**config.mk**
```make
export PLATFORM = sky130hd
export DESIGN_NAME = corral_host
export DESIGN_NICKNAME = d
export VERILOG_FILES = /design/src/rtl/corral_host.sv
export SDC_FILE = /design/constraint.sdc
export NUM_CORES = 1
export LEC_CHECK = 0
export ABC_AREA = 1
export CAP_MARGIN = 20
export CORE_MARGIN = 5
export CORE_UTILIZATION = 45
export CTS_BUF_LIST = sky130_fd_sc_hd__clkbuf_2
export DETAILED_ROUTE_END_ITERATION = 6
export PLACE_DENSITY = 0.76
export SETUP_SLACK_MARGIN = 0.1
export SLEW_MARGIN = 20
export SYNTH_ARGS = -nofsm -noshare
export SYNTH_HDL_FRONTEND = slang
export SYNTH_SLANG_ARGS = --single-unit
```
**constraint.sdc**
```tcl
create_clock -name clock -period 1.9 [get_ports clock]
set_input_delay 0.38 -clock clock [delete_from_list [all_inputs] [get_ports clock]]
set_output_delay 0.38 -clock clock [all_outputs]
set_load 0.05 [all_outputs]
```
**src/rtl/corral_host.sv**
```systemverilog
// Host-side master for the Corral game chip: issues one move per command,
// captures the chip's cowboy/horse/status reply frame and returns it as a response.
module corral_host #(
  parameter int READY_TIMEOUT = 255,
  parameter int RESET_CYCLES  = 4
) (
  input  logic       clock,
  input  logic       reset_n,
  input  logic       cmd_valid,
  input  logic [2:0] cmd_move,
  output logic       cmd_ready,
  input  logic       new_game,
  output logic       rsp_valid,
  input  logic       rsp_ready,
  output logic [3:0] rsp_cowboy,
  output logic [3:0] rsp_horse,
  output logic       rsp_gameover,
  output logic       rsp_lostwon,
  output logic       rsp_timeout,
  output logic       game_over,
  output logic [7:0] move_count,
  output logic       enter,
  output logic [2:0] move,
  output logic       chip_reset,
  input  logic       chip_ready,
  input  logic       chip_lostwon,
  input  logic       chip_gameover,
  input  logic [3:0] chip_data
);

  // Handshakes: a command transfers on an edge where cmd_valid && cmd_ready;
  // a response transfers on an edge where rsp_valid && rsp_ready, and rsp_valid
  // with all rsp_* fields stays stable until that edge.

  typedef enum logic [3:0] {
    S_CHIP_RST  = 4'd0,
    S_IDLE      = 4'd1,
    S_WAIT_RDY  = 4'd2,
    S_ENTER     = 4'd3,
    S_CAP_COW   = 4'd4,
    S_CAP_HORSE = 4'd5,
    S_CAP_STAT  = 4'd6,
    S_RESP      = 4'd7,
    S_OVER      = 4'd8
  } state_t;

  // One counter serves both the chip reset pulse and the ready wait.
  localparam logic [15:0] RST_LAST_C = 16'(RESET_CYCLES - 1);
  localparam logic [15:0] TO_LAST_C  = 16'(READY_TIMEOUT - 1);

  state_t      state_q, state_d;
  logic [15:0] cnt_q, cnt_d;
  logic [2:0]  move_lat_q, move_lat_d;
  logic        enter_q, enter_d;
  logic [2:0]  move_q, move_d;
  logic        chip_reset_q, chip_reset_d;
  logic [3:0]  cow_q, cow_d;
  logic [3:0]  horse_q, horse_d;
  logic        go_q, go_d;
  logic        lw_q, lw_d;
  logic        to_q, to_d;
  logic        game_over_q, game_over_d;
  logic [7:0]  move_count_q, move_count_d;

  always_comb begin
    state_d      = state_q;
    cnt_d        = cnt_q;
    move_lat_d   = move_lat_q;
    cow_d        = cow_q;
    horse_d      = horse_q;
    go_d         = go_q;
    lw_d         = lw_q;
    to_d         = to_q;
    game_over_d  = game_over_q;
    move_count_d = move_count_q;
    cmd_ready    = 1'b0;
    rsp_valid    = 1'b0;

    case (state_q)
      S_CHIP_RST: begin
        if (cnt_q == RST_LAST_C) begin
          state_d      = S_IDLE;
          cnt_d        = '0;
          game_over_d  = 1'b0;
          move_count_d = '0;
        end else begin
          cnt_d = cnt_q + 16'd1;
        end
      end
      S_IDLE: begin
        cmd_ready = !new_game;
        if (new_game) begin
          state_d = S_CHIP_RST;
          cnt_d   = '0;
        end else if (cmd_valid) begin
          move_lat_d = cmd_move;
          cnt_d      = '0;
          state_d    = S_WAIT_RDY;
        end
      end
      S_WAIT_RDY: begin
        if (chip_ready) begin
          state_d = S_ENTER;
        end else if (cnt_q == TO_LAST_C) begin
          // Abort: the response carries only the timeout flag.
          cow_d   = '0;
          horse_d = '0;
          go_d    = 1'b0;
          lw_d    = 1'b0;
          to_d    = 1'b1;
          state_d = S_RESP;
        end else begin
          cnt_d = cnt_q + 16'd1;
        end
      end
      S_ENTER: begin
        state_d = S_CAP_COW;
      end
      S_CAP_COW: begin
        cow_d   = chip_data;
        state_d = S_CAP_HORSE;
      end
      S_CAP_HORSE: begin
        horse_d = chip_data;
        state_d = S_CAP_STAT;
      end
      S_CAP_STAT: begin
        go_d = chip_gameover;
        lw_d = chip_lostwon;
        to_d = 1'b0;
        if (move_count_q != 8'hFF) begin
          move_count_d = move_count_q + 8'd1;
        end
        if (chip_gameover) begin
          game_over_d = 1'b1;
        end
        state_d = S_RESP;
      end
      S_RESP: begin
        rsp_valid = 1'b1;
        if (rsp_ready) begin
          state_d = game_over_q ? S_OVER : S_IDLE;
        end
      end
      S_OVER: begin
        if (new_game) begin
          state_d = S_CHIP_RST;
          cnt_d   = '0;
        end
      end
      default: begin
        state_d = S_CHIP_RST;
        cnt_d   = '0;
      end
    endcase

    // Chip pin drives are registered from the next state so they line up with it.
    chip_reset_d = (state_d == S_CHIP_RST);
    enter_d      = (state_d == S_ENTER);
    move_d       = enter_d ? move_lat_q : 3'd0;
  end

  always_ff @(posedge clock or negedge reset_n) begin
    if (!reset_n) begin
      state_q      <= S_CHIP_RST;
      cnt_q        <= '0;
      move_lat_q   <= '0;
      enter_q      <= 1'b0;
      move_q       <= '0;
      chip_reset_q <= 1'b1;
      cow_q        <= '0;
      horse_q      <= '0;
      go_q         <= 1'b0;
      lw_q         <= 1'b0;
      to_q         <= 1'b0;
      game_over_q  <= 1'b0;
      move_count_q <= '0;
    end else begin
      state_q      <= state_d;
      cnt_q        <= cnt_d;
      move_lat_q   <= move_lat_d;
      enter_q      <= enter_d;
      move_q       <= move_d;
      chip_reset_q <= chip_reset_d;
      cow_q        <= cow_d;
      horse_q      <= horse_d;
      go_q         <= go_d;
      lw_q         <= lw_d;
      to_q         <= to_d;
      game_over_q  <= game_over_d;
      move_count_q <= move_count_d;
    end
  end

  assign rsp_cowboy   = cow_q;
  assign rsp_horse    = horse_q;
  assign rsp_gameover = go_q;
  assign rsp_lostwon  = lw_q;
  assign rsp_timeout  = to_q;
  assign game_over    = game_over_q;
  assign move_count   = move_count_q;
  assign enter        = enter_q;
  assign move         = move_q;
  assign chip_reset   = chip_reset_q;

endmodule

```
Word level (Yosys, flattened, before mapping). Index checks and enable logic that the tools add are counted.

Register bits after elaboration: 48. Logic and storage cells: 88.

Add/subtract/negate cells: 2. Equality and inequality tests: 20. Muxes and demuxes: 36. Bitwise gates (word level): 2. Reduce and logical (&&, ||, !) cells: 15.

Operators by type and width (count): $mux 16 (6); $pmux 16 s5 (1); $mux 4 (10); $pmux 4 s9 (1); $reduce_and 3->1 (6); $add 16x1->16 const B (1); $eq 16x2->1 const B (1); $eq 16x8->1 const B (1); $eq 4x3->1 const B (4); $mux 8 (2); $pmux 4 s2 (2); $pmux 8 s2 (1); $ne 2x2->1 const B (7); $eq 4x2->1 const B (3); $add 8x1->8 const B (1); $logic_not 4->1 (2); $mux 1 (8); $ne 8x8->1 const B (1); $pmux 1 s2 (4); $reduce_bool 2->1 (4); $reduce_and 5->1 (1); $reduce_or 5->1 (1); $eq 4x1->1 const B (1); $eq 4x4->1 const B (1); other kinds (4) (5).

Logic depth before layout (Yosys ltp). Gate-level depths: netlist (run 1).

Word-level depth: 6. Gate-level depth with buffers: 10. Depth with buffers taken out: 10.

Worst setup path after synthesis (run 1). Ideal clock, no wire load.

Path type: register to register. Start point: register move_count_q[0] (netlist: move_count[0]). End point: register move_count_q[2] (netlist: move_count[2]). Library setup time: 0.121 ns. Arrival time: 1.653 ns. Setup slack: 0.126 ns. Stages on the path, launching flop included: 9. Path buffers: 0. Cells stage by stage: dfrtp_1 ha_1 nand2_1 inv_1 nand4_1 nand2_2 nand2_2 a21oi_1 nor2_1.

Word-level cells in the longest chain between the ends: 3. Elaborated cells on any way between the ends: 6.

RTL lines: from (decl) (line 63) `logic [7:0] move_count_q, move_count_d;`; from (signal assigned) (line 191) `move_count_q <= move_count_d;`; $add 8x1->8 or $ne 8x8->1 (tied branches) (line 132, 131); $mux 8 or $ne 2x2->1 (tied branches); $pmux 8 s2 or $reduce_and 3->1 (tied branches).

Parallel ways exist; a longest one is shown, timed or not. The select of a mux whose other input is x is not followed. A chain may end at the register's enable or synchronous reset.

Worst setup path in the final report (run 1).
Start point: register state_q[2]. End point: output cmd_ready.

Word-level cells in the longest chain between the ends: 2.

RTL lines: from (decl) (line 51) `state_t state_q, state_d;`; from (signal assigned) (line 179) `state_q <= state_d;`; $eq 4x1->1 (line 79) `case (state_q)`; $mux 1 (line 79); to (decl) (line 11) `output logic cmd_ready,`.

No other way between the ends.

==> key figures, run 1 <==
Worst setup path
  – Depth of the worst register-to-register path: 12
  – CP Data Arrival Time: 1.49 ns
  – Crit Reg-Reg Endpoint: cnt_q[7]$_DFFE_PN0P_
  – Worst reg2reg path startpoint: state_q[2]$_DFF_PN0_
  – Most prevalent standard cell on the critical path: sky130_fd_sc_hd__nor2_4
  – Instance count on the critical path: 5
  – CP cell instances: buf_6, nor2_4, nand3_2, nor2_4, buf_12
  – WS Path Type: reg2out
  – Crit-path max FO: 2
  – Top delay family on crit path: flip-flops
  – Capturing instance or port of the critical path: cmd_ready
  – Combined buffer and inverter count along the critical path: 2
  – Peak per-stage delay on the critical path: 0.46 ns
  – R2R setup slack: 0.10 ns
  – Cell with the largest stage delay on the worst path: sky130_fd_sc_hd__dfrtp_1
  – Crit start category: flip-flop
  – Launching element of the worst setup path: state_q[2]$_DFF_PN0_
  – Setup crit end kind: output pin
  – Required time reported for the critical path endpoint: 1.52 ns

Drt
  – Average detailed-routed wire length per instance: 14.4 um
  – Total length of routed wires: 7480 um
  – Antenna violation net count after detailed routing: 0
  – Number of detailed-route iterations in the first pass: 5
  – Routed via count divided by cell count: 5.36
  – First DRT Iteration DRCs: 230
  – Residual DRC: 0
  – Total vias in the final route: 2778

CTS
  – Clock insertion delay at the later pin of the skew report: 0.44 ns
  – Htree depth: 2
  – TritonCTS clock tree: yes
  – CTS Root Buffer Type: sky130_fd_sc_hd__clkbuf_2
  – Post-CTS clock slew at the launch and capture registers of the worst setup and hold paths: 0.24 ns
  – Total clock buffers created by CTS: 5
  – Clock sink count: 48
  – Clock Tree Buf Depth: 2

Place
  – Number of I/O port buffers: 41
  – Placed Instance Area: 3290 um2
  – HPWL after DPL: 5080 um
  – Worst-case setup slack after placement: 0.0621 ns
  – Routability congestion estimate: 0.945

Timing
  – Share of the cycle needed by the critical path after routing: 98.6%
  – Setup WS post-layout: 0.0269 ns
  – Hold Vio Cnt, Final: 0
  – Setup violations, final: 0
  – Maximum achievable frequency: 534 MHz
  – Skew final: 0.0150 ns
  – Normalized max-slew margin: 66.8%
  – Pin slew with the least headroom to its limit: 0.499 ns
  – Count of final max-slew check failures: 0
  – Final period demand of the worst path: 1.87 ns
  – RSZ-0062 raised after global routing: yes
  – Total negative slack: 0 ns

Global routing
  – Pin count of the biggest net entering global routing: 31
  – Global-route wire length before repair: 12000 um
  – Number of global-route vias before repair: 2673
  – Initial antenna violation count: 0
  – Overall routing resource usage: 19.4%
  – Total global routing overflow: 0

Floorplanning
  – IO Pins: 42
  – Die Area: 7790 um2
  – Die extent in y: 88.3 um
  – X dimension of the die: 88.3 um
  – Total number of placement rows: 28
  – Initial core utilization: 46.3%
  – Placeable core area: 5960 um2

Power and ir drop
  – Worst voltage drop across the vdd grid: 0.967 mV
  – Power per cell area: 1320 nW/um2
  – Leak Pwr: 1.75 nW

Synthesis
  – Synthesized netlist net count: 390
  – Yosys reg bits: 48
  – Cells after Synth: 372
  – Number of synthesis warnings: 0
  – Synth Area in XOR/XNOR: 3.81%
  – Compound-cell area share of the yosys netlist: 9.03%
  – Basic-gate share of the synthesized area counting and, or, nand and nor cells: 34.5%
  – Multiplexer share of the synthesized area: 0%
  – Dominant combinational cell family by area after synthesis: simple AND/OR/NAND/NOR gates
  – Unique masters post-synth: 28
  – Part of the Yosys area used for sequential elements: 43.6%
  – Post-synthesis area per instance: 7.41 um2
  – Post-synthesis instance area: 2760 um2
  – Adder-cell share of the synthesized area: 1.36%

Finish
  – Final design instance area without fill: 3580 um2
  – Area Growth Syn to Fin: 30.0%
  – Share of post-route cells with drive strength above 1: 22.3%
  – Net count of the finished layout: 460
  – Antenna diode instance count: 0
  – Number of inserted filler cells in the final layout: 528

Run
  – Max-cap violation count: 0

Run status
  – Result of the run: finished, final reports clean

Hold path
  – Path class of the lowest-slack min-delay path: in2async
## report_power, final
| part | switching [mW] | internal, mW | total, mW | leakage, nW |
|---|---|---|---|---|
| sequential | 0.204 | 1.28 | 1.48 | 0.622 |
| clock | 0.334 | 0.105 | 0.439 | 0.0332 |
| combinational | 1.87 | 0.947 | 2.82 | 1.10 |
## layout by cell type (no fill, tap or decap), types with 4 or more instances in the layout
master / synthesis / layout
sky130_fd_sc_hd__nand2_1: 104 / 102
sky130_fd_sc_hd__dfrtp_1: 47 / 45
sky130_fd_sc_hd__nor2_1: 42 / 37
sky130_fd_sc_hd__inv_1: 38 / 36
sky130_fd_sc_hd__nand3_1: 37 / 34
sky130_fd_sc_hd__buf_4: 0 / 34
sky130_fd_sc_hd__o21ai_0: 24 / 22
sky130_fd_sc_hd__clkbuf_2: 0 / 13
sky130_fd_sc_hd__clkdlybuf4s50_1: 0 / 13
sky130_fd_sc_hd__xor2_1: 10 / 10
sky130_fd_sc_hd__a21oi_1: 9 / 9
sky130_fd_sc_hd__nand4_1: 9 / 9
sky130_fd_sc_hd__nor2_4: 2 / 7
sky130_fd_sc_hd__inv_2: 6 / 6
sky130_fd_sc_hd__nand2_2: 6 / 5
sky130_fd_sc_hd__o211ai_1: 5 / 5
sky130_fd_sc_hd__o21ai_1: 6 / 5
sky130_fd_sc_hd__nand2_4: 1 / 4
sky130_fd_sc_hd__nand3_2: 3 / 4
sky130_fd_sc_hd__clkdlybuf4s15_1: 0 / 4
sky130_fd_sc_hd__buf_6: 2 / 4
## worst register-to-register path, cell delays in order, from the launching register on
cell and delay, ns:
sky130_fd_sc_hd__dfrtp_1 0.46, sky130_fd_sc_hd__buf_4 0.14, sky130_fd_sc_hd__buf_4 0.14, sky130_fd_sc_hd__nand2_4 0.07
sky130_fd_sc_hd__buf_6 0.12, sky130_fd_sc_hd__inv_4 0.05, sky130_fd_sc_hd__nor2_4 0.07, sky130_fd_sc_hd__nand3_2 0.08
sky130_fd_sc_hd__nor2_4 0.21, sky130_fd_sc_hd__nand2_8 0.11, sky130_fd_sc_hd__buf_6 0.15, sky130_fd_sc_hd__nand2_1 0.05
sky130_fd_sc_hd__o21ai_1 0.07
## area by class of cell
class | count | area [um2] | area share [%]
clock buffers | 7 | 35.0 | 0.978
clock inverters | 1 | 8.76 | 0.244
inverters | 44 | 170 | 4.75
multi-input cells | 274 | 1470 | 41.0
flip-flops and latches | 48 | 1200 | 33.6
well taps | 75 | 93.8 | 2.62
repair buffers | 69 | 602 | 16.8
## sequential cells by signal (all words and copies together) (netlist names), 3 cells and up
name / cells
move: 3
move_lat_q: 3
rsp_cowboy: 4
move_count: 8
state_q: 4
rsp_horse: 4
cnt_q: 16
## layer usage
metal | GRT usage (%) | vias up | wire length [um]
li1 | - | 1335 | -
met1 | 24.7 | 1292 | 2980
met2 | 32.6 | 125 | 3790
met3 | 3.82 | 26 | 519
met4 | 7.28 | 0 | 196
met5 | 0 | - | 0
## timing repair
item,4_1_cts,5_1_grt
setup buffers,4,13
hold buffers,1,0
resized for setup,20,48
cloned,0,1
pin swaps,2,7
setup endpoints to repair,15,41
endpoints found under the hold margin,18,0
## stage by stage
stage	power [mW]	cells	util [%]	hold WS [ns]
after detailed placement	3.76	491	55.2	0.366
after global placement	3.73	491	55.2	0.362
final	4.74	518	60.1	0.391
after floorplan	3.10	372	-	0.0844
after global routing	5.05	518	60.1	0.395
after CTS	4.23	504	56.7	0.396
## cells in the mapped netlist
library cell / instances / area (um2)
sky130_fd_sc_hd__a21oi_1: 9 / 45.0
sky130_fd_sc_hd__buf_2: 5 / 25.0
sky130_fd_sc_hd__nand2_2: 6 / 37.5
sky130_fd_sc_hd__nand3_2: 3 / 30.0
sky130_fd_sc_hd__ha_1: 3 / 37.5
sky130_fd_sc_hd__nand3_1: 37 / 185
sky130_fd_sc_hd__buf_6: 2 / 22.5
sky130_fd_sc_hd__inv_1: 38 / 143
sky130_fd_sc_hd__dfrtp_1: 47 / 1180
sky130_fd_sc_hd__inv_2: 6 / 22.5
sky130_fd_sc_hd__o211ai_1: 5 / 37.5
sky130_fd_sc_hd__nand4_1: 9 / 56.3
sky130_fd_sc_hd__nand2_4: 1 / 11.3
sky130_fd_sc_hd__nor2_2: 3 / 18.8
sky130_fd_sc_hd__o21ai_1: 6 / 30.0
sky130_fd_sc_hd__nand2_1: 104 / 390
sky130_fd_sc_hd__nor3_4: 1 / 16.3
sky130_fd_sc_hd__o21bai_1: 1 / 7.51
sky130_fd_sc_hd__nand3b_1: 1 / 7.51
sky130_fd_sc_hd__xnor2_1: 2 / 17.5
sky130_fd_sc_hd__o21ai_2: 1 / 8.76
sky130_fd_sc_hd__nor2_1: 42 / 158
sky130_fd_sc_hd__nor3_1: 2 / 10.0
sky130_fd_sc_hd__or2_2: 1 / 6.26
sky130_fd_sc_hd__xor2_1: 10 / 87.6
sky130_fd_sc_hd__o21ai_0: 24 / 120
sky130_fd_sc_hd__dfstp_2: 1 / 26.3
sky130_fd_sc_hd__nor2_4: 2 / 22.5
## kinds of logic after synthesis
logic type               Yosys count
AND/OR/NAND/NOR                  212
flip-flops                        48
adder cells (fa/ha/maj)            3
AO/OA/AOI/OAI                     46
buffers and inverters             51
XOR/XNOR                          12
## worst min path at each step
stage | startpoint | endpoint | slack (ns) | depth (start not counted)
floorplan | reset_n | cnt_q[0]$_DFFE_PN0P_ | 0.08 | 0
global placement | reset_n | rsp_cowboy[3]$_DFFE_PN0P_ | 0.36 | 1
detailed placement | reset_n | rsp_cowboy[3]$_DFFE_PN0P_ | 0.37 | 1
CTS | reset_n | rsp_cowboy[3]$_DFFE_PN0P_ | 0.40 | 2
global route | reset_n | rsp_cowboy[3]$_DFFE_PN0P_ | 0.39 | 2
finish | reset_n | cnt_q[2]$_DFFE_PN0P_ | 0.39 | 2
No activity file was read; power rests on OpenSTA's default activity.
==> run 2: changes to the inputs <==
--- a/config.mk
+++ b/config.mk
@@ -11,6 +11,7 @@
 export CORE_UTILIZATION = 45
 export CTS_BUF_LIST = sky130_fd_sc_hd__clkbuf_2
 export DETAILED_ROUTE_END_ITERATION = 6
+export GPL_TIMING_DRIVEN = 0
 export PLACE_DENSITY = 0.76
 export SETUP_SLACK_MARGIN = 0.1
 export SLEW_MARGIN = 20
==> run 2 against run 1 <==
  * Largest cell class unchanged
  * Via count down 4.5%
  * Clock skew rose by 0.015 ns
  * Sequential power barely moved
==> key figures, run 2 (synthesis results as in run 1) <==
Timing
  – Total negative slack: 0 ns (unchanged)
  – Maximum achievable frequency: 528 MHz (was 534 MHz)
  – Final period demand of the worst path: 1.89 ns (was 1.87 ns)
  – Worst hold slack after final layout: 0.376 ns (was 0.391 ns)
  – RSZ-0062 raised after global routing: yes (unchanged)
  – Hold Vio Cnt, Final: 0 (unchanged)
  – Setup violations, final: 0 (unchanged)
  – Normalized max-slew margin: 67.4% (was 66.8%)
  – Count of final max-slew check failures: 0 (unchanged)
  – Pin slew with the least headroom to its limit: 0.491 ns (was 0.499 ns)
  – Skew final: 0.0301 ns (was 0.0150 ns)
  – Share of the cycle needed by the critical path after routing: 99.7% (was 98.6%)

Global routing
  – Met2 global-route usage: 30.2% (was 32.6%)
  – Overall routing resource usage: 18.6% (was 19.4%)
  – Initial antenna violation count: 0 (unchanged)
  – Global-route layer with the greatest usage: met2 (unchanged)
  – GR met1 Demand/Resource: 24.8% (was 24.7%)
  – Pin count of the biggest net entering global routing: 32 (was 31)
  – Global-route wire length before repair: 11500 um (was 12000 um)
  – Number of global-route vias before repair: 2514 (was 2673)
  – Total global routing overflow: 0 (unchanged)
  – Global Route met3 Usage: 3.91% (was 3.82%)

CTS
  – Clock insertion delay at the later pin of the skew report: 0.44 ns (about the same)
  – Total clock buffers created by CTS: 5 (unchanged)
  – Post-CTS clock slew at the launch and capture registers of the worst setup and hold paths: 0.26 ns (was 0.24 ns)
  – Clock sink count: 48 (unchanged)
  – Clock Tree Buf Depth: 2 (unchanged)
  – CTS Root Buffer Type: sky130_fd_sc_hd__clkbuf_2 (unchanged)
  – TritonCTS clock tree: yes (unchanged)
  – Htree depth: 2 (unchanged)

Power and ir drop
  – P_sw: 2.31 mW (was 2.41 mW)
  – Cell internal pwr: 2.39 mW (was 2.33 mW)
  – Switching part of the total: 49.1% (was 50.8%)
  – Sequential share of power: 31.1% (was 31.3%)
  – Power share of the clock group: 12.0% (was 9.3%)
  – Worst voltage drop across the vdd grid: 0.874 mV (was 0.967 mV)
  – Leak Pwr: 1.68 nW (was 1.75 nW)
  – Final Total Pwr: 4.70 mW (was 4.74 mW)
  – Power per cell area: 1330 nW/um2 (was 1320 nW/um2)
  – Share of power burned in combinational logic: 56.9% (was 59.5%)

Run
  – Max-cap violation count: 0 (unchanged)

Finish
  – Flip-flop count of the largest register after layout: 16 (unchanged)
  – Net count of the finished layout: 449 (was 460)
  – Register containing the most flip-flops in the final layout: cnt_q (unchanged)
  – Commonest cells after routing, fill and taps aside: sky130_fd_sc_hd__nand2_1, sky130_fd_sc_hd__dfrtp_1, sky130_fd_sc_hd__nor2_1 (unchanged)
  – Non-filler instance count after layout: 507 (was 518)
  – Area taken by multi-input logic gates: 1440 um2 (was 1470 um2)
  – Utilization after layout: 59.5% (was 60.1%)
  – Share of post-route cells with drive strength above 1: 19.4% (was 22.3%)
  – Antenna diode instance count: 0 (unchanged)
  – Number of inserted filler cells in the final layout: 556 (was 528)
  – Sequential cell area: 1210 um2 (was 1200 um2)
  – Area Growth Syn to Fin: 28.6% (was 30.0%)
  – Most common cell after layout, fill and taps aside: sky130_fd_sc_hd__nand2_1 (unchanged)

Worst setup path
  – Crit-path max FO: 4 (was 2)
  – Cell with the largest stage delay on the worst path: sky130_fd_sc_hd__dfrtp_2 (was sky130_fd_sc_hd__dfrtp_1)
  – WS Path Type: reg2out (unchanged)
  – Crit start category: flip-flop (unchanged)
  – R2R setup slack: 0.19 ns (was 0.10 ns)
  – Peak per-stage delay on the critical path: 0.50 ns (was 0.46 ns)
  – CP cell instances: nor2_4, nand3_2, nor2_2, buf_6 (was buf_6, nor2_4, nand3_2, nor2_4, buf_12)
  – Required time reported for the critical path endpoint: 1.52 ns (about the same)
  – Crit Reg-Reg Endpoint: move_count[2]$_DFFE_PN0P_ (was cnt_q[7]$_DFFE_PN0P_)
  – Setup crit end kind: output pin (unchanged)
  – CP Data Arrival Time: 1.51 ns (was 1.49 ns)
  – Depth of the worst register-to-register path: 7 (was 12)
  – Worst reg2reg path startpoint: cnt_q[1]$_DFFE_PN0P_ (was state_q[2]$_DFF_PN0_)

Drt
  – Total length of routed wires: 7050 um (was 7480 um)
  – Routed via count divided by cell count: 5.23 (was 5.36)
  – Residual DRC: 0 (unchanged)
  – Total vias in the final route: 2653 (was 2778)
  – First DRT Iteration DRCs: 173 (was 230)
  – Number of detailed-route iterations in the first pass: 5 (unchanged)
  – Average detailed-routed wire length per instance: 13.9 um (was 14.4 um)
  – Antenna violation net count after detailed routing: 0 (unchanged)

Place
  – HPWL after DPL: 4920 um (was 5080 um)
  – Number of I/O port buffers: 41 (unchanged)
  – Routability congestion estimate: 0.976 (was 0.945)
  – Placed Cells incl. Taps: 489 (was 491)

Floorplanning
  – Die Area: 7790 um2 (unchanged)
  – Placeable core area: 5960 um2 (unchanged)
  – Total number of placement rows: 28 (unchanged)
  – Initial core utilization: 46.3% (unchanged)
  – IO Pins: 42 (unchanged)
  – X dimension of the die: 88.3 um (unchanged)
  – Die extent in y: 88.3 um (unchanged)

Hold path
  – Path class of the lowest-slack min-delay path: in2async (unchanged)

Run status
  – Result of the run: finished, final reports clean (unchanged)
==> run 2: critical path, delay by kind of cell (launching register included) <==
family | cells | cell delay [ns]
buffers and inverters | 1 | 0.16
and+or+nand+nor | 3 | 0.41
DFF | 1 | 0.50
==> run 2: layout make-up <==
class / instances / share of cell area [%]
clock buffer: 5 / 0.706
inverter: 44 / 4.73
tap: 75 / 2.65
clock inverter: 3 / 1.20
sequential: 48 / 34.1
buffer: 7 / 1.69
timing repair buffer: 52 / 14.3
multi-input combinational: 273 / 40.6
==> run 2: worst max-delay path by stage <==
stage,start,end,slack (ns),cells past startpoint
detailed placement,new_game,cmd_ready,-0.22,3
global placement,reset_n,enter$_DFF_PN0_,-0.96,1
CTS,state_q[3]$_DFF_PN0_,cmd_ready,-0.02,4
global route,state_q[2]$_DFF_PN0_,cmd_ready,-0.13,4
floorplan,move_count[0]$_DFFE_PN0P_,move_count[2]$_DFFE_PN0P_,0.13,8
finish,state_q[2]$_DFF_PN0_,cmd_ready,0.005,4
==> run 2: power groups by stage <==
stage / clock [mW] / sequential [mW] / combinational (mW)
after floorplan: 0 / 2.02 / 1.08
after global placement: 0 / 1.47 / 2.31
after detailed placement: 0 / 1.47 / 2.36
after CTS: 0.579 / 1.45 / 2.30
after global routing: 0.628 / 1.49 / 2.90
final: 0.565 / 1.46 / 2.67
==> run 2: metrics by stage <==
stage	cell area, um2	setup slack (ns)
finish	3540	0.00521
global placement	3260	-0.955
global route	3540	-0.128
floorplan	2760	0.126
detailed placement	3280	-0.218
CTS	3370	-0.0221
==> run 2: per-layer routing <==
metal,wire length [um],part of all wire (%),up-vias
li1,-,-,1314
met1,3120,44,1249
met2,3470,49,82
met3,388,5.5,8
met4,76,1.1,0
met5,0,0,-
==> run 2: what timing repair did <==
item	CTS	global route
pin swaps	1	7
cloned	0	2
endpoints found under the hold margin	17	0
hold buffers	1	0
gates resized for setup	64	52
setup endpoints to repair	27	49
buffers inserted	0	7
==> run 3: changes to the inputs <==
--- a/config.mk
+++ b/config.mk
@@ -7,12 +7,16 @@
 export LEC_CHECK = 0
 export ABC_AREA = 1
 export CAP_MARGIN = 20
+export CELL_PAD_IN_SITES_DETAIL_PLACEMENT = 1
+export CELL_PAD_IN_SITES_GLOBAL_PLACEMENT = 1
 export CORE_MARGIN = 5
 export CORE_UTILIZATION = 45
 export CTS_BUF_LIST = sky130_fd_sc_hd__clkbuf_2
 export DETAILED_ROUTE_END_ITERATION = 6
+export DONT_BUFFER_PORTS = 1
 export GPL_TIMING_DRIVEN = 0
-export PLACE_DENSITY = 0.76
+export PLACE_DENSITY = 0.86
+export RECOVER_POWER = 100
 export SETUP_SLACK_MARGIN = 0.1
 export SLEW_MARGIN = 20
 export SYNTH_ARGS = -nofsm -noshare
==> run 3 against run 2 <==
  * Sequential share of layout area rose by 2.2 points
  * Total power rose by 3.0%
  * Design area fell by 5.4%
  * Critical path depth fell by 1
  * Sequential power rose by 44%
  * Routed wire length rose by 27%
  * Hold slack got worse by 0.35 ns
  * Register-to-register slack got worse by 0.05 ns
  * Count of clock-buffer cells in the layout rose by 1
  * Clock skew fell by 0.0055 ns
  * Global-route usage rose by 2.6 points
  * Critical path type unchanged
  * Critical endpoint unchanged
  * Largest power group unchanged
==> key figures, run 3 (synthesis results as in run 1) <==
Run status
  – Result of the run: finished, final reports clean (unchanged)

Finish
  – Area Growth Syn to Fin: 21.6% (was 28.6%)
  – Commonest cells after routing, fill and taps aside: sky130_fd_sc_hd__nand2_1, sky130_fd_sc_hd__dfrtp_1, sky130_fd_sc_hd__inv_1 (was sky130_fd_sc_hd__nand2_1, sky130_fd_sc_hd__dfrtp_1, sky130_fd_sc_hd__nor2_1)
  – Final design instance area without fill: 3350 um2 (was 3540 um2)
  – Flip-flop count of the largest register after layout: 16 (unchanged)
  – Utilization after layout: 56.3% (was 59.5%)
  – Share of post-route cells with drive strength above 1: 24.0% (was 19.4%)
  – Register containing the most flip-flops in the final layout: cnt_q (unchanged)
  – Net count of the finished layout: 422 (was 449)
  – Antenna diode instance count: 0 (unchanged)
  – Most common cell after layout, fill and taps aside: sky130_fd_sc_hd__nand2_1 (unchanged)

Drt
  – Number of detailed-route iterations in the first pass: 4 (was 5)
  – Antenna violation net count after detailed routing: 0 (unchanged)
  – Total vias in the final route: 2696 (was 2653)
  – Routed via count divided by cell count: 5.62 (was 5.23)
  – First DRT Iteration DRCs: 152 (was 173)
  – Residual DRC: 0 (unchanged)
  – Total length of routed wires: 8990 um (was 7050 um)
  – Average detailed-routed wire length per instance: 18.7 um (was 13.9 um)

Run
  – Max-cap violation count: 0 (unchanged)

Worst setup path
  – R2R setup slack: 0.14 ns (was 0.19 ns)
  – CP Data Arrival Time: 1.48 ns (was 1.51 ns)
  – Crit start category: flip-flop (unchanged)
  – WS Path Type: reg2out (unchanged)
  – Setup crit end kind: output pin (unchanged)
  – Combined buffer and inverter count along the critical path: 1 (unchanged)
  – Cell with the largest stage delay on the worst path: sky130_fd_sc_hd__dfrtp_1 (was sky130_fd_sc_hd__dfrtp_2)
  – Peak per-stage delay on the critical path: 0.50 ns (about the same)
  – Top delay family on crit path: flip-flops (unchanged)
  – Required time reported for the critical path endpoint: 1.52 ns (about the same)
  – Crit-path max FO: 4 (unchanged)
  – CP cell instances: inv_2, nand3_4, nor2_4 (was nor2_4, nand3_2, nor2_2, buf_6)

Power and ir drop
  – Worst voltage drop across the vdd grid: 0.971 mV (was 0.874 mV)
  – Final Total Pwr: 4.84 mW (was 4.70 mW)
  – Leak Pwr: 1.56 nW (was 1.68 nW)
  – Power per cell area: 1440 nW/um2 (was 1330 nW/um2)

CTS
  – Total clock buffers created by CTS: 5 (unchanged)
  – Post-CTS clock slew at the launch and capture registers of the worst setup and hold paths: 0.28 ns (was 0.26 ns)
  – Clock Tree Buf Depth: 2 (unchanged)
  – Clock insertion delay at the later pin of the skew report: 0.44 ns (about the same)
  – Htree depth: 2 (unchanged)
  – CTS Root Buffer Type: sky130_fd_sc_hd__clkbuf_2 (unchanged)
  – TritonCTS clock tree: yes (unchanged)
  – Clock sink count: 48 (unchanged)

Floorplanning
  – IO Pins: 42 (unchanged)
  – Placeable core area: 5960 um2 (unchanged)
  – Die extent in y: 88.3 um (unchanged)
  – X dimension of the die: 88.3 um (unchanged)
  – Total number of placement rows: 28 (unchanged)
  – Die Area: 7790 um2 (unchanged)
  – Initial core utilization: 46.3% (unchanged)

Timing
  – Worst hold slack after final layout: 0.0300 ns (was 0.376 ns)
  – Pin slew with the least headroom to its limit: 1.23 ns (was 0.491 ns)
  – Final period demand of the worst path: 1.86 ns (was 1.89 ns)
  – RSZ-0062 raised after global routing: yes (unchanged)
  – Setup violations, final: 0 (unchanged)
  – Hold Vio Cnt, Final: 0 (unchanged)
  – Maximum achievable frequency: 539 MHz (was 528 MHz)
  – Total negative slack: 0 ns (unchanged)
  – Count of final max-slew check failures: 0 (unchanged)
  – Normalized max-slew margin: 17.8% (was 67.4%)
  – Share of the cycle needed by the critical path after routing: 97.7% (was 99.7%)
  – Skew final: 0.0246 ns (was 0.0301 ns)

Hold path
  – Path class of the lowest-slack min-delay path: in2reg (was in2async)

Global routing
  – Total global routing overflow: 0 (unchanged)
  – Global-route wire length before repair: 13000 um (was 11500 um)
  – Pin count of the biggest net entering global routing: 49 (was 32)
  – Number of global-route vias before repair: 2658 (was 2514)
  – Overall routing resource usage: 21.1% (was 18.6%)
  – Initial antenna violation count: 0 (unchanged)

Place
  – HPWL after DPL: 5490 um (was 4920 um)
  – Routability congestion estimate: 0.892 (was 0.976)
  – Placed Instance Area: 2850 um2 (was 3280 um2)
  – Number of I/O port buffers: 0 (was 41)
## run 3: repair_timing
item / CTS / global route
hold buffers: 2 / 2
gates resized for setup: 23 / 49
hold endpoints to repair: 48 / 2
buffers inserted: 7 / 12
cloned: 0 / 2
pin swaps: 5 / 15
endpoints found under the setup margin: 21 / 34
## run 3: worst paths after layout
path | startpoint | endpoint | cells after the start
max | state_q[1]$_DFF_PN0_ | cmd_ready | 3
min | chip_data[2] | rsp_cowboy[2]$_DFFE_PN0P_ | 2
max reg2reg | state_q[2]$_DFF_PN0_ | cnt_q[9]$_DFFE_PN0P_ | 11
min reg2reg | move_lat_q[1]$_DFFE_PN0P_ | move[1]$_DFF_PN0_ | 2
max in group asynchronous | reset_n | move_count[0]$_DFFE_PN0P_ | 2
min in group asynchronous | reset_n | cnt_q[15]$_DFFE_PN0P_ | 2
## run 3: where the power goes
| group | switching [mW] | total, mW | internal [mW] |
|---|---|---|---|
| combinational | 1.36 | 2.29 | 0.921 |
| clock | 0.362 | 0.456 | 0.0936 |
| sequential | 0.818 | 2.10 | 1.28 |
| total | 2.54 | 4.84 | 2.30 |
## run 3: per-layer routing
| metal | routed length (um) | vias to the layer above | GRT usage, % |
|---|---|---|---|
| met5 | 0 | - | 0 |
| met4 | 224 | 0 | 4.67 |
| met3 | 517 | 21 | 4.75 |
| met2 | 4530 | 87 | 35.1 |
| met1 | 3710 | 1337 | 28.3 |
| li1 | - | 1251 | - |
## run 3: cell type report
cell class / count / area, um2
Clock inverter: 2 / 12.5
Tap cell: 75 / 93.8
Sequential cell: 48 / 1220
Timing Repair Buffer: 25 / 239
Fill cell: 751 / 2610
Multi-Input combinational cell: 273 / 1520
Inverter: 44 / 175
Buffer: 7 / 63.8
Clock buffer: 6 / 30.0
## run 3: metrics by stage
step                setup slack (ns)  std cells
floorplan                      0.126        372
global placement             -0.0685        447
detailed placement            -0.156        447
CTS                          0.00604        464
global route                 -0.0471        480
finish                        0.0431        480
